**src/rtl/ldtu_hamm_pkg.sv**
```systemverilog
// Shared Hamming(38,32) SEC definitions for the LiTe-DTU oFIFO encoder and reader.
// Code bit i is Hamming position i+1; check bits sit at the power-of-two positions.
package ldtu_hamm_pkg;

    localparam int unsigned Nbits_ham  = 38;
    localparam int unsigned Nbits_data = 32;
    localparam int unsigned Nbits_syn  = 6;
    localparam int unsigned QDepth     = 4;
    localparam int unsigned CntBits    = 8;

    // Queue entry: decoded payload plus its correction status
    typedef struct packed {
        logic [Nbits_data-1:0] data;
        logic                  corr;
        logic                  uncorr;
    } hamm_word_t;

    function automatic logic f_is_check(input logic [5:0] p);
        return (p & (p - 6'd1)) == 6'd0;
    endfunction

    function automatic logic [Nbits_syn-1:0] f_syndrome(input logic [Nbits_ham-1:0] code);
        logic [Nbits_syn-1:0] s;
        s = '0;
        for (logic [5:0] i = 6'd0; i < 6'(Nbits_ham); i++) begin
            if (code[i]) s ^= i + 6'd1;
        end
        return s;
    endfunction

    function automatic logic [Nbits_data-1:0] f_extract(input logic [Nbits_ham-1:0] code);
        logic [Nbits_data-1:0] d;
        logic [5:0]            j;
        d = '0;
        j = 6'd0;
        for (logic [5:0] i = 6'd0; i < 6'(Nbits_ham); i++) begin
            if (!f_is_check(i + 6'd1)) begin
                d[j[4:0]] = code[i];
                j         = j + 6'd1;
            end
        end
        return d;
    endfunction

endpackage

```
**src/rtl/ldtu_hamm_dec38.sv**
```systemverilog
// Combinational SEC correction and payload extraction for one registered code word.
module ldtu_hamm_dec38
    import ldtu_hamm_pkg::*;
(
    input  logic [Nbits_ham-1:0] code_i,
    input  logic [Nbits_syn-1:0] syn_i,
    output hamm_word_t           word_c_o
);

    logic [Nbits_ham-1:0] fixed;

    // Out-of-range syndromes pass the payload through untouched
    always_comb begin
        fixed    = code_i;
        word_c_o = '0;
        if (syn_i != '0 && syn_i <= 6'(Nbits_ham)) begin
            fixed         = code_i ^ (Nbits_ham'(1) << (syn_i - 6'd1));
            word_c_o.corr = 1'b1;
        end else if (syn_i > 6'(Nbits_ham)) begin
            word_c_o.uncorr = 1'b1;
        end
        word_c_o.data = f_extract(fixed);
    end

endmodule

```
**src/rtl/ldtu_ofifo_hamm_reader.sv**
```systemverilog
// oFIFO read controller: credit-based pops, two-stage SEC decode, output queue and
// saturating correction counters.
module ldtu_ofifo_hamm_reader
    import ldtu_hamm_pkg::*;
(
    input  logic                  CLK,
    input  logic                  rst_b,
    input  logic                  fifo_empty,
    output logic                  fifo_read,
    input  logic                  fifo_decode,
    input  logic [Nbits_ham-1:0]  fifo_data,
    input  logic                  out_ready,
    output logic                  out_valid,
    output logic [Nbits_data-1:0] out_data,
    output logic                  out_corr,
    output logic                  out_uncorr,
    input  logic                  cnt_clear,
    output logic [CntBits-1:0]    sec_count,
    output logic [CntBits-1:0]    ded_count
);

    localparam int unsigned PTR_W = $clog2(QDepth);
    localparam int unsigned OCC_W = PTR_W + 1;
    localparam int unsigned SUM_W = OCC_W + 1;

    logic                 pend_q, pend_d;
    logic                 s1_vld_q, s1_vld_d;
    logic [Nbits_ham-1:0] s1_code_q, s1_code_d;
    logic [Nbits_syn-1:0] s1_syn_q, s1_syn_d;
    hamm_word_t           mem_q [QDepth];
    logic [PTR_W-1:0]     wr_ptr_q, wr_ptr_d, rd_ptr_q, rd_ptr_d;
    logic [OCC_W-1:0]     occ_q, occ_d;
    logic [CntBits-1:0]   sec_q, sec_d, ded_q, ded_d;

    logic [1:0]           in_flight_c;
    logic [SUM_W-1:0]     credit_c;
    logic                 rd_c, push_c, pop_c;
    hamm_word_t           dec_c;

    ldtu_hamm_dec38 u_dec (
        .code_i   (s1_code_q),
        .syn_i    (s1_syn_q),
        .word_c_o (dec_c)
    );

    // Reserve queue space at pop time so a word in flight always has a slot
    always_comb begin
        in_flight_c = 2'(pend_q) + 2'(s1_vld_q);
        credit_c    = SUM_W'(occ_q) + SUM_W'(in_flight_c);
        rd_c        = !fifo_empty && (credit_c < SUM_W'(QDepth));
        push_c      = s1_vld_q;
        pop_c       = (occ_q != '0) && out_ready;

        pend_d    = rd_c;
        s1_vld_d  = fifo_decode;
        s1_code_d = s1_code_q;
        s1_syn_d  = s1_syn_q;
        if (fifo_decode) begin
            s1_code_d = fifo_data;
            s1_syn_d  = f_syndrome(fifo_data);
        end

        wr_ptr_d = wr_ptr_q + PTR_W'(push_c);
        rd_ptr_d = rd_ptr_q + PTR_W'(pop_c);
        occ_d    = occ_q + OCC_W'(push_c) - OCC_W'(pop_c);

        // Clear wins over a same-cycle increment; counts stick at all-ones
        sec_d = sec_q;
        ded_d = ded_q;
        if (cnt_clear) begin
            sec_d = '0;
            ded_d = '0;
        end else if (push_c) begin
            if (dec_c.corr && sec_q != '1)   sec_d = sec_q + CntBits'(1);
            if (dec_c.uncorr && ded_q != '1) ded_d = ded_q + CntBits'(1);
        end
    end

    always_ff @(posedge CLK or negedge rst_b) begin
        if (!rst_b) begin
            pend_q    <= 1'b0;
            s1_vld_q  <= 1'b0;
            s1_code_q <= '0;
            s1_syn_q  <= '0;
            mem_q     <= '{default: '0};
            wr_ptr_q  <= '0;
            rd_ptr_q  <= '0;
            occ_q     <= '0;
            sec_q     <= '0;
            ded_q     <= '0;
        end else begin
            pend_q    <= pend_d;
            s1_vld_q  <= s1_vld_d;
            s1_code_q <= s1_code_d;
            s1_syn_q  <= s1_syn_d;
            if (push_c) mem_q[wr_ptr_q] <= dec_c;
            wr_ptr_q  <= wr_ptr_d;
            rd_ptr_q  <= rd_ptr_d;
            occ_q     <= occ_d;
            sec_q     <= sec_d;
            ded_q     <= ded_d;
        end
    end

    assign fifo_read  = rd_c;
    assign out_valid  = (occ_q != '0);
    assign out_data   = mem_q[rd_ptr_q].data;
    assign out_corr   = mem_q[rd_ptr_q].corr;
    assign out_uncorr = mem_q[rd_ptr_q].uncorr;
    assign sec_count  = sec_q;
    assign ded_count  = ded_q;

    a_no_overflow: assert property (@(posedge CLK) disable iff (!rst_b)
        !(push_c && occ_q == OCC_W'(QDepth)));

endmodule
```
**config.mk**
```make
export PLATFORM = sky130hd
export DESIGN_NAME = ldtu_ofifo_hamm_reader
export DESIGN_NICKNAME = d
export VERILOG_FILES = /design/src/rtl/ldtu_hamm_pkg.sv /design/src/rtl/ldtu_hamm_dec38.sv /design/src/rtl/ldtu_ofifo_hamm_reader.sv
export SDC_FILE = /design/constraint.sdc
export NUM_CORES = 1
export LEC_CHECK = 0
export ABC_AREA = 1
export CAP_MARGIN = 20
export CELL_PAD_IN_SITES_DETAIL_PLACEMENT = 1
export CELL_PAD_IN_SITES_GLOBAL_PLACEMENT = 2
export CORE_ASPECT_RATIO = 1.1
export CORE_UTILIZATION = 31
export DETAILED_ROUTE_END_ITERATION = 8
export PLACE_DENSITY = 0.75
export SYNTH_ARGS = -nofsm -noshare
export SYNTH_HDL_FRONTEND = slang
export SYNTH_SLANG_ARGS = --single-unit
```
**constraint.sdc**
```tcl
create_clock -name CLK -period 1.7 [get_ports CLK]
set_input_delay 0.425 -clock CLK [delete_from_list [all_inputs] [get_ports CLK]]
set_output_delay 0.425 -clock CLK [all_outputs]
set_load 0.01 [all_outputs]
```
Yosys cells after proc, flatten, opt, wreduce, memory -nomap -nowiden
Cells that the tools add are included.
{"block": "totals", "reg_bits": 205, "in_bits": 44, "output_inout_bits": 52, "elab_cells": 184}
{"block": "classes", "add_sub_neg": 9, "magnitude_cmp": 6, "eq_ne": 2, "n_shift": 1, "n_mux": 91, "bitwise_logic": 40, "n_reduce_logical": 14}
{"operator": "2-to-1 mux 6 bit", "count": 44}
{"operator": "bitwise mux 136 bit", "count": 1}
{"operator": "2-to-1 mux 34 bit", "count": 3}
{"operator": "2-to-1 mux 5 bit", "count": 16}
{"operator": "binary-select mux 34 bit (select 2 bit)", "count": 1}
{"operator": "demux 34 bit (select 2 bit)", "count": 1}
{"operator": "2-to-1 mux 8 bit", "count": 6}
{"operator": "inverter 3 bit", "count": 13}
{"operator": "2-to-1 mux 38 bit", "count": 1}
{"operator": "left shift 1 x 6 -> 38 bit (first input constant)", "count": 1}
{"operator": "bitwise XOR 38 bit", "count": 1}
{"operator": "2-to-1 mux 4 bit", "count": 8}
{"operator": "inverter 2 bit", "count": 13}
{"operator": "inverter 4 bit", "count": 5}
{"operator": "adder 8 x 1 -> 8 bit (second input constant)", "count": 2}
{"operator": "!= test 8 bit (second input constant)", "count": 2}
{"operator": "2-to-1 mux 3 bit", "count": 4}
{"operator": ">= comparator 3 bit (second input constant)", "count": 2}
{"operator": "greater-than comparator 6 bit (second input constant)", "count": 1}
{"operator": "<= comparator 6 bit (second input constant)", "count": 1}
{"operator": "logical AND 1 bit", "count": 6}
{"operator": "inverter 2 -> 3 bit", "count": 2}
{"operator": "nonzero test 2 bit", "count": 3}
{"operator": "nonzero test 6 bit", "count": 1}
{"operator": "15 further kinds", "count": 25}

Depth between registers and ports, before layout
{"block": "depth", "word_depth": 112, "ltp_mapped": 15, "ltp_nobuf": 14}

Hierarchy
A second synthesis with hierarchy kept.
{"block": "hier_totals", "hier_cells": 1424, "area_unflattened_um2": 11028.1}
{"module": "ldtu_ofifo_hamm_reader", "instances": 1, "cells_per_inst": 1206, "area_each_um2": 9892.0}
{"module": "ldtu_hamm_dec38", "instances": 1, "cells_per_inst": 218, "area_each_um2": 1136.1}

Least setup slack after synthesis
No wires, ideal clock.
{"block": "synth_timing", "path_type": "reg-to-output", "from": "reg rd_ptr_q[0]", "to": "out out_data[11]", "arrival_time_ps": 1433, "path_slack_ps": -158, "stages_incl_launch_ff": 7, "cell_sequence": "dfrtp_1 clkbuf_1 inv_1 clkbuf_1 clkbuf_1 nor2_1 o22ai_1"}
{"block": "synth_via", "elab_chain_cells": 4}
{"item": "from (decl)", "line_no": "ldtu_ofifo_hamm_reader.sv:31", "rtl": "logic [PTR_W-1:0] wr_ptr_q, wr_ptr_d, rd_ptr_q, rd_ptr_d;"}
{"item": "from (signal assigned)", "line_no": "ldtu_ofifo_hamm_reader.sv:98", "rtl": "rd_ptr_q <= rd_ptr_d;"}
{"item": "inverter 2 -> 3 bit (not written as such)", "line_no": "ldtu_ofifo_hamm_reader.sv:107", "rtl": "assign out_data = mem_q[rd_ptr_q].data;"}
{"item": "binary-select mux 34 bit (select 2 bit)", "line_no": "ldtu_ofifo_hamm_reader.sv:107"}
{"item": "2-to-1 mux 34 bit (2 in series)"}
{"item": "to (decl)", "line_no": "ldtu_ofifo_hamm_reader.sv:14", "rtl": "output logic [Nbits_data-1:0] out_data,"}
No other way between the ends. The select of a mux whose other input is x is not followed.

Worst setup path after layout
{"block": "layout_timing", "from": "reg occ_q[0]", "to": "out fifo_read"}
{"block": "layout_via", "elab_chain_cells": 3}
{"item": "from (decl)", "line_no": "ldtu_ofifo_hamm_reader.sv:32", "rtl": "logic [OCC_W-1:0] occ_q, occ_d;"}
{"item": "from (signal assigned)", "line_no": "ldtu_ofifo_hamm_reader.sv:88", "rtl": "occ_q <= '0;"}
{"item": "from (signal assigned)", "line_no": "ldtu_ofifo_hamm_reader.sv:99", "rtl": "occ_q <= occ_d;"}
{"item": "adder 3 x 2 -> 4 bit", "line_no": "ldtu_ofifo_hamm_reader.sv:49", "rtl": "credit_c = SUM_W'(occ_q) + SUM_W'(in_flight_c);"}
{"item": "less-than comparator 4 x 3 -> 1 bit", "line_no": "ldtu_ofifo_hamm_reader.sv:50", "rtl": "rd_c = !fifo_empty && (credit_c < SUM_W'(QDepth));"}
{"item": "logical AND 1 bit", "line_no": "ldtu_ofifo_hamm_reader.sv:50"}
{"item": "to (decl)", "line_no": "ldtu_ofifo_hamm_reader.sv:9", "rtl": "output logic fifo_read,"}
No other way between the ends.

==> results.toml <==
[sta]
holdWs_ns = 0.3126
setup_violations = 183
fin_tns_setup_ns = -38.33
min_period_over_period_pct = 136.8
finalWorstSetupSlack_ns = -0.6263
fin_crit_ns = 2.326
tightest_slew_ns = 0.3484
fin_skew_ns = 0.01275
slew-limit-headroom_pct = 76.60
timing.final.max_slew_violations = 0
hold_viol_final = 0
fmax_mhz = 429.9
rsz0062_at_grt = "true"

[critical_path]
crit_fanout = 3
cp-startpoint = "occ_q[0]$_DFF_PN0_"
worst-r2r-setup-slack_ns = -0.33
worst-r2r-cell-count = 9
end_kind = "primary output"
cp_data_required_time_ns = 1.27
critical_path.endpoint = "fifo_read"
r2r-end = "occ_q[1]$_DFF_PN0_"
worstPathArrival_ns = 1.90
worstSetupPathType = "reg -> out"
startpoint_type = "flop"
rr_startpoint = "occ_q[1]$_DFF_PN0_"

[final_layout]
area_growth_pct = 62.37
stdcell_area_mm2 = 0.01743
n_antenna_cell = 0
nets = 1768
drive_above_1_share_pct = 41.69
postLayoutCoreUtil_pct = 51.09

[placed_design]
dp_hpwl_um = 25860
numPortBuffers = 95
placed_area_mm2 = 0.01350
place.gp.congestion = 0.8111

[grt]
grt_pass1_wl_um = 63680
grt_overflow_total = 0
grt_max_degree = 55
grt_pass1_vias = 11534
antenna_found_initial = 0
grt_usage_pct = 23.10

[clock_tree]
clk_pin_slew_ns = 0.08
cts_buffers = 17
cts_sinks = 199
htree_levels = 4
insertion_delay_ns = 0.45
cts_root_buffer = "clkbuf_16"
clock_path_buffers = 2
cts_tree = "built"

[synthesis]
async_flop_share_pct = 100.0
syn-instance-count = 1401
ys_top_cells_by_count = "nand2_1 (423), dfrtp_1 (199), o21ai_0 (163)"
ys_types = 42
synth_edf_count = 0
ys_warn_count = 0
synth_area_mm2 = 0.01073
synth_top_area_share_pct = 46.40
synth_ff_type = "dfrtp_1"
ys_seq_area_share_pct = 46.40
synth_fp_nets = 1454
synth_area_leaders = "dfrtp_1 (46%), nand2_1 (15%), o21ai_0 (7.6%)"
synth_most_common_cell = "nand2_1"
synth_area_per_cell_um2 = 7.661
ys_ff_latch = 199
synth.largest_area_cell = "dfrtp_1"

[die]
die_x_um = 179.4
core_area_mm2 = 0.03411
fp.dieH_um = 197.2
ioPinCount = 96
rows = 71
start_util_pct = 31.46
die_area_mm2 = 0.03537

[route]
postRouteAntennaNets = 0
drtPass1Iterations = 8
finalWirelength_um = 45030
wl_per_cell_um = 20.80
wl_met3_um = 1292
vias = 11126
drc = 4
viasPerCell = 5.139
drt_iter0_drc = 548
wl_met2_um = 24050
wl_met1_um = 18100
highest_layer = "met4"

[run]
cap_violations = 0

[power_and_ir_drop]
cellPowerDensity_mw_per_mm2 = 1689
power_leakage_nw = 8.300
ir_worst_vdd_v = 0.0007301
power_mw = 29.43

[outcome]
outcome = "finished, violations left"
violations = "design-rule violations, negative setup slack"

[hold_path]
min_path_type = "in -> reg"
[cells by family (layout without fill, tap and decap cells)]
| kind of cell | Yosys count | count (layout) | synth area share [%] |
|---|---|---|---|
| and+or+nand+nor | 688 | 688 | 27.38 |
| AOI/OAI and AO/OA | 236 | 236 | 11.89 |
| DFF | 199 | 199 | 46.40 |
| buffers and inverters | 196 | 522 | 7.181 |
| xor gates and xnor gates | 73 | 73 | 6.027 |
| adders and majority gates | 9 | 9 | 1.119 |
[per-stage QoR]
step	worst slack (ns)	std cells
2_1_floorplan	-0.05229	1401
3_3_place_gp	-0.5458	2033
3_5_place_dp	-0.5841	2033
4_1_cts	-0.6565	2136
5_1_grt	-0.7098	2165
6_report	-0.6263	2165
[registers in the layout, summed over array words and instances, names as in the netlist]
register,count
ded_count,8
mem_q,136
occ_q,3
pend_q,1
push_c,1
rd_ptr_q,2
s1_code_q,32
s1_syn_q,6
sec_count,8
wr_ptr_q,2
[timing repair]
action                                 CTS  global route
setup endpoints to repair              183           197
pin swaps                              114           145
gates resized for setup                563           328
setup buffers                           65            55
gates cloned                            11             7
hold buffers                             1             0
endpoints found under the hold margin   21             0
[metal layers]
layer	vias to the layer above	track usage [%]
met5	-	0
met4	0	8.972
met3	90	3.153
met2	238	42.91
met1	5637	26.89
li1	5161	-
[layout by cell type, fill, tap and decap left out, types with 5 or more instances in the layout]
cell type	instances
nand2_1	374
dfrtp_1	194
buf_4	148
inv_1	92
o21ai_2	92
buf_6	79
nor2_1	69
nand3_2	55
nand3_1	36
o21ai_1	35
buf_12	35
o21ai_0	33
xor2_1	32
buf_2	32
nand2_2	30
clkdlybuf4s50_1	28
xnor2_1	27
nor2_2	23
nand2_4	23
clkbuf_16	22
o21ai_4	21
o22ai_2	19
nor2_4	19
nand4_1	17
dlygate4sd2_1	14
o22ai_1	13
dlymetal6s2s_1	13
inv_2	12
nand3_4	11
buf_8	10
inv_4	8
nand2_8	8
clkinvlp_4	8
xor2_4	7
a31oi_1	7
ha_1	7
nor3_4	6
dfrtp_2	5
[worst min-delay path by stage]
stage	from	end	slack, ns	depth (start not counted)
CTS	fifo_decode	s1_syn_q[0]$_DFFE_PN0P_	0.30	3
floorplan	rst_b	ded_count[0]$_DFFE_PN0P_	0.13	0
global placement	rst_b	ded_count[4]$_DFFE_PN0P_	0.34	1
global route	fifo_decode	s1_code_q[6]$_DFFE_PN0P_	0.33	3
finish	fifo_decode	s1_syn_q[0]$_DFFE_PN0P_	0.31	3
detailed placement	rst_b	ded_count[4]$_DFFE_PN0P_	0.34	1
[cell type report]
class | instances | area [um^2]
fillers | 3919 | 16690
multi-input cells | 1006 | 6942
flip-flops and latches | 199 | 4986
repair buffers | 373 | 3889
well taps | 438 | 548.0
inverters | 118 | 493.0
clock buffers | 17 | 425.4
clock inverters | 14 | 143.9
[report_power, final]
part	leakage, nW	switching [mW]	internal [mW]
clock network	0.260	2.07	2.06
registers	2.49	1.41	6.42
logic	5.55	9.30	8.17
[worst max-delay path, stage by stage, from the launching register on]
cell and delay (ns):
dfrtp_1 0.39, ha_1 0.30, a21oi_2 0.13, inv_2 0.06
a211o_1 0.28, a31oi_4 0.17, buf_6 0.12
No activity file was read; power rests on OpenSTA's default activity.
